[src/rtl/nes_joypad_ports.sv]
// Multi-port NES joypad emulator: per-port 8-bit shift registers, autofire, opposite-direction blocking, external pad passthrough.
// o_data is registered, one cycle after a load or shift; there is no backpressure, and reads simply follow the core's strobe and clock pins.
module nes_joypad_ports #(
  parameter int C_players        = 2,
  parameter int C_clk_hz         = 21477272,
  parameter int C_autofire_hz    = 10,
  parameter int C_block_opposite = 1,
  parameter int C_fill_bit       = 1
) (
  input  logic                   clk,
  input  logic                   resetn,
  input  logic                   i_strobe,
  input  logic [C_players-1:0]   i_joy_clock,
  input  logic [8*C_players-1:0] i_btn,
  input  logic [2*C_players-1:0] i_autofire_en,
  input  logic [C_players-1:0]   i_ext_mode,
  input  logic [C_players-1:0]   i_ext_data,
  output logic [C_players-1:0]   o_data,
  output logic                   o_autofire_phase
);

  localparam int C_half  = C_clk_hz / (2 * C_autofire_hz);
  localparam int C_cnt_w = (C_half > 1) ? $clog2(C_half) : 1;
  localparam logic [C_cnt_w-1:0] C_half_last = C_cnt_w'(C_half - 1);
  localparam logic C_fill = 1'(C_fill_bit);
  localparam logic C_block = (C_block_opposite != 0);

  logic [8*C_players-1:0] btn_s1, btn_s2;
  logic [C_players-1:0]   ext_data_s1, ext_data_s2;
  logic [C_players-1:0]   ext_mode_s1, ext_mode_s2;
  logic [C_players-1:0]   joy_clock_cur, joy_clock_prev;
  logic [C_cnt_w-1:0]     af_cnt;
  logic [7:0]             shift_reg [C_players];
  logic [7:0]             btn_eff   [C_players];

  always_ff @(posedge clk or negedge resetn) begin
    if (!resetn) begin
      btn_s1         <= '0;
      btn_s2         <= '0;
      ext_data_s1    <= '0;
      ext_data_s2    <= '0;
      ext_mode_s1    <= '0;
      ext_mode_s2    <= '0;
      joy_clock_cur  <= '0;
      joy_clock_prev <= '0;
    end else begin
      btn_s1         <= i_btn;
      btn_s2         <= btn_s1;
      ext_data_s1    <= i_ext_data;
      ext_data_s2    <= ext_data_s1;
      ext_mode_s1    <= i_ext_mode;
      ext_mode_s2    <= ext_mode_s1;
      joy_clock_cur  <= i_joy_clock;
      joy_clock_prev <= joy_clock_cur;
    end
  end

  always_ff @(posedge clk or negedge resetn) begin
    if (!resetn) begin
      af_cnt           <= '0;
      o_autofire_phase <= 1'b0;
    end else if (af_cnt == C_half_last) begin
      af_cnt           <= '0;
      o_autofire_phase <= ~o_autofire_phase;
    end else begin
      af_cnt <= af_cnt + 1'b1;
    end
  end

  // Autofire gates A/B with the phase; pressing both ends of an axis reads as neither.
  always_comb begin
    for (int p = 0; p < C_players; p++) begin
      btn_eff[p]    = btn_s2[8*p +: 8];
      btn_eff[p][0] = btn_s2[8*p]     & (~i_autofire_en[2*p]     | o_autofire_phase);
      btn_eff[p][1] = btn_s2[8*p + 1] & (~i_autofire_en[2*p + 1] | o_autofire_phase);
      if (C_block && btn_s2[8*p + 4] && btn_s2[8*p + 5]) begin
        btn_eff[p][5:4] = 2'b00;
      end
      if (C_block && btn_s2[8*p + 6] && btn_s2[8*p + 7]) begin
        btn_eff[p][7:6] = 2'b00;
      end
    end
  end

  // Strobe has priority: a falling read clock during strobe is not a shift.
  always_ff @(posedge clk or negedge resetn) begin
    if (!resetn) begin
      for (int p = 0; p < C_players; p++) begin
        shift_reg[p] <= 8'h00;
      end
    end else begin
      for (int p = 0; p < C_players; p++) begin
        if (i_strobe) begin
          shift_reg[p] <= btn_eff[p];
        end else if (joy_clock_prev[p] && !joy_clock_cur[p]) begin
          shift_reg[p] <= {C_fill, shift_reg[p][7:1]};
        end
      end
    end
  end

  always_ff @(posedge clk or negedge resetn) begin
    if (!resetn) begin
      o_data <= '0;
    end else begin
      for (int p = 0; p < C_players; p++) begin
        o_data[p] <= ext_mode_s2[p] ? ~ext_data_s2[p] : shift_reg[p][0];
      end
    end
  end

endmodule
[config.mk]
export PLATFORM = sky130hd
export DESIGN_NAME = nes_joypad_ports
export DESIGN_NICKNAME = d
export VERILOG_FILES = /design/src/rtl/nes_joypad_ports.sv
export SDC_FILE = /design/constraint.sdc
export NUM_CORES = 1
export LEC_CHECK = 0
export CORE_MARGIN = 1.5
export CORE_UTILIZATION = 55
export DETAILED_ROUTE_END_ITERATION = 10
export PLACE_DENSITY = 0.78
export REMOVE_ABC_BUFFERS = 1
export SLEW_MARGIN = 20
export SYNTH_ARGS = -nofsm -noshare
export SYNTH_HDL_FRONTEND = slang
export SYNTH_SLANG_ARGS = --single-unit
[constraint.sdc]
create_clock -name clk -period 2.4 [get_ports clk]
set_clock_uncertainty 0.15 [all_clocks]
set_input_delay 0.48 -clock clk [delete_from_list [all_inputs] [get_ports clk]]
set_output_delay 0.48 -clock clk [all_outputs]
set_load 0.01 [all_outputs]
# == After elaboration in Yosys (flattened, before gate mapping) ==
# Index checks and enable logic that the tools add are counted.
# word_totals
output_inout_bits,3
reg_bits,84
wordCells,51
# op_classes
reduce_logical,10
addsub,1
eq_ne,1
bitwise,15
mux,11
# op_table
cell,count
two-way mux 8 bit,4
adder 21 x 1 -> 21 bit (second input constant),1
equality test 21 bit (second input constant),1
two-way mux 21 bit,1
two-way mux 2 bit,4
NOT 1 bit,7
logical AND 1 bit,6
AND 1 bit,4
OR 1 bit,4
nonzero test 2 bit,2
logical NOT 1 bit,2
two-way mux 1 bit,2

# == Longest topological paths before layout ==
# depth
depth_word,4
mapped_depth,7
depth_no_buf,6

# == Least setup slack after synthesis ==
# No wires, ideal clock.
# synth_timing
path_kind,register to register
start,register af_cnt[0]
end,register af_cnt[20]
arrival_ps,1636
n_path_buf,0
setup_time_ps,77
setup_slack_ps,537
required_ps,2173
period_less_slack_ps,1863
stages_incl_launch_ff,6
cell_sequence,dfrtp_1 -> ha_1 -> nand2_1 -> or4_1 -> or4_1 -> a21oi_1
# synth_between
elab_chain_len,2
word_cells_on_any_way,3
# synth_lines
item,line,text
"start, declared",32,logic [C_cnt_w-1:0] af_cnt;
"start signal, assigned",66,af_cnt <= af_cnt + 1'b1;
adder 21 x 1 -> 21 bit or equality test 21 bit (tied branches),"66, 62",
two-way mux 21 bit (*),62,end else if (af_cnt == C_half_last) begin
# Mark *: on every way between the ends. The rest lies on a longest branch, timed or not.
# A chain may end at the register's enable or synchronous reset.

# == Worst setup path after layout ==
# Same ends and word-level chain as after synthesis.

==> impl_metrics.csv <==
group,metric,value,unit
sta,fin_crit,2.05,ns
setup_path,start_kind,"register",
global_routing,use_met2,0.269,
global_routing,grt_pass1_vias,1761,
clocking,clk_latency,0.35,ns
setup_path,slowest_stage,"dfrtp_1",
yosys,synth_mux_area_frac,0.0546,
placement,dp_hpwl,3.16,mm
sta,rsz0062_at_grt,"false",
global_routing,grt_use_met1,0.227,
power_and_ir_drop,power.density,749,nW/um^2
placement,portBuffers,31,
placement,routabilityCongestion,0.881,
clocking,post_cts_buffers,0,
yosys,avgSynthCellArea,13.3,sq um
power_and_ir_drop,p_sw_frac,0.215,
global_routing,grt_max_degree,49,
yosys,synth.distinct_cells,31,
detailed_routing,drt_iter0_drc,135,
sta,finalSetupViolCount,0,
yosys,synth-xor-area-share,0.0521,
yosys,syn_inst,228,
power_and_ir_drop,vdd_drop_max,0.445,mV
finish,fin_nets,302,
clocking,clockBufferDepth,2,
global_routing,grt_most_used_layer,"met2",
sta,drv_slew,0,
die,num_io_pins,32,
global_routing,antenna_found_initial,0,
detailed_routing,drcViolationCount,0,
run_status,status,"finished clean",
yosys,synth_top_family_by_area,"simple AND/OR/NAND/NOR gates",
yosys,synth_fa_ha_area_frac,0.00827,
detailed_routing,vias_per_cell,5.19,
clocking,cts.sinks,84,
power_and_ir_drop,pwr-share-comb,0.056,
finish,final_cell_mix,"84 x dfrtp_1, 30 x clkdlybuf4s50_1, 15 x nor2_1, 14 x xnor2_1, 13 x o21ai_0",
setup_path,cpPeakStageDelay,0.44,ns
sta,timing.slew.headroom,0.560,
finish,largest-register,"af_cnt",
detailed_routing,ant_nets,0,
global_routing,grt.total_usage,0.174,
detailed_routing,wl,4.61,mm
clocking,cts_buffers,9,
finish,drive_gt1_frac,0.112,
die,rows,26,
yosys,synth_area,3030,sq um
die,fp.dieW,77.2,microns
clocking,cts_root_buf,"clkbuf_8",
power_and_ir_drop,p_switching,593,uW
yosys,ys.warnings.count,0,
job,cap_viol_max_count,0,
yosys,synth_edf_count,0,
yosys,synth-seq-cells,84,
detailed_routing,post_drt_wl_per_cell,13.3,microns
setup_path,worstPathMaxFanout,6,
finish,syn_to_final_growth,21.5,%
die,core_area,5200,sq um
setup_path,cp_common_cell,"or4_1",
detailed_routing,via_count,1795,
sta,tightest_slew,0.654,ns
yosys,synth_area_leaders,"dfrtp_1 69%, xnor2_1 4.1%, mux2i_1 4.0%, o21ai_0 2.1%, nor2_1 1.9%",
setup_path,endpoint_kind,"register",
global_routing,grt_pass1_wl,7.90,mm
yosys,async_reset_ff_frac,1.00,
die,die_h,77.2,microns
sta,max_freq,487,MHz
power_and_ir_drop,internal-power,2160,uW
sta,setup_tns,0,ns
global_routing,grt_remaining_overflow,0,
yosys,yosys_most_used_dff,"dfrtp_1",
setup_path,cp_cell_sequence,"ha_1 > nand2_1 > or4_1 > or4_1 > a21oi_1",
yosys,synth_top_area_frac,0.695,
power_and_ir_drop,cellLeakagePower,0.00166,uW
sta,period_share,0.855,
die,dieArea,5960,sq um
clocking,tritoncts,"yes",
power_and_ir_drop,power.share.clock,0.397,
yosys,synth_seq_area_share,0.695,
detailed_routing,dr.pass1.iters,4,
die,initial_core_util,0.581,
clocking,path_clk_slew,0.08,ns
yosys,yosys.area.top_type,"dfrtp_1",
setup_path,arrival,2.17,ns
sta,hold_viol,0,
finish,largest_reg_flops,21,
finish,antennaDiodeCount,0,
yosys,synthSimpleGateAreaFrac,0.127,
setup_path,cp.required,2.52,ns
power_and_ir_drop,total_power,2750,uW
setup_path,path_class,"reg -> reg",
min_path,holdCritPathClass,"reg -> reg",
power_and_ir_drop,seqPwrFrac,0.547,
global_routing,gr-usage-met3,0.0476,
clocking,cts-resized-gates,0,
clocking,htree_num_levels,3,
finish,final_common_cell,"dfrtp_1",
clocking,ctsHoldBuffers,1,
yosys,synth_compound_area_frac,0.0422,
-- cell usage after synthesis, types with 5 or more instances --
| library cell | instances |
|---|---|
| a21oi_1 | 6 |
| clkbuf_1 | 5 |
| dfrtp_1 | 84 |
| inv_1 | 11 |
| mux2i_1 | 12 |
| nand2_1 | 12 |
| nand3_1 | 8 |
| nor2_1 | 15 |
| nor4_1 | 5 |
| o21ai_0 | 13 |
| xnor2_1 | 14 |
-- kinds of logic after synthesis --
| group | count (synthesis) |
|---|---|
| XOR/XNOR | 18 |
| adder cells (fa/ha/maj) | 2 |
| flip-flops | 84 |
| AO/OA/AOI/OAI | 24 |
| multiplexers | 16 |
| AND/OR/NAND/NOR | 67 |
| buffers and inverters | 17 |
-- power groups by stage --
stage | sequential, uW | clock [uW] | combinational [uW]
finish | 1510 | 1090 | 154
CTS | 1510 | 1120 | 159
global placement | 1530 | 0 | 152
floorplan | 1530 | 0 | 54.4
global route | 1510 | 1180 | 175
detailed placement | 1540 | 0 | 156
-- critical path, delay by kind of cell (launching register included) --
family / cells / cell delay [ns]
simple gates: 3 / 0.96
flops: 1 / 0.44
fa+ha+maj: 1 / 0.26
compound gates: 1 / 0.17
-- routing by layer --
metal,vias to the layer above,share of wire
li1,864,-
met4,0,0.017
met2,46,0.48
met5,-,0
met3,10,0.052
met1,875,0.45
-- metrics by stage --
| stage | instances | hold slack [ns] | utilization | worst slack (ns) | instance area (sq um) |
|---|---|---|---|---|---|
| final | 346 | 0.202 | 0.706 | 0.347 | 3680 |
| after global routing | 346 | 0.208 | 0.706 | 0.276 | 3680 |
| after CTS | 346 | 0.203 | 0.706 | 0.388 | 3680 |
| after detailed placement | 329 | 0.185 | 0.662 | 0.412 | 3440 |
| after global placement | 329 | 0.181 | 0.662 | 0.481 | 3440 |
| after floorplan | 222 | 0.0344 | - | 0.0935 | 3000 |
-- cell type report --
type                       instances  area (sq um)
clock buffer                       9           124
multi-input combinational        127           860
timing repair buffer              38           363
fill                             348          1530
clock inverter                     7          98.8
inverter                          11          41.3
tap                               70          87.6
sequential                        84          2100
-- worst paths after layout --
path	slack [ns]	from	cells after the start	end
setup / recovery	0.35	af_cnt[0]	5	af_cnt[20]
hold reg to reg	0.20	btn_s1[4]	0	btn_s2[4]
setup reg to reg	0.35	af_cnt[0]	5	af_cnt[20]
max in group asynchronous	0.97	resetn	3	af_cnt[18]
min in group asynchronous	0.51	resetn	2	btn_s1[13]
hold / removal	0.20	btn_s1[4]	0	btn_s2[4]
No activity file was read; power rests on OpenSTA's default activity.
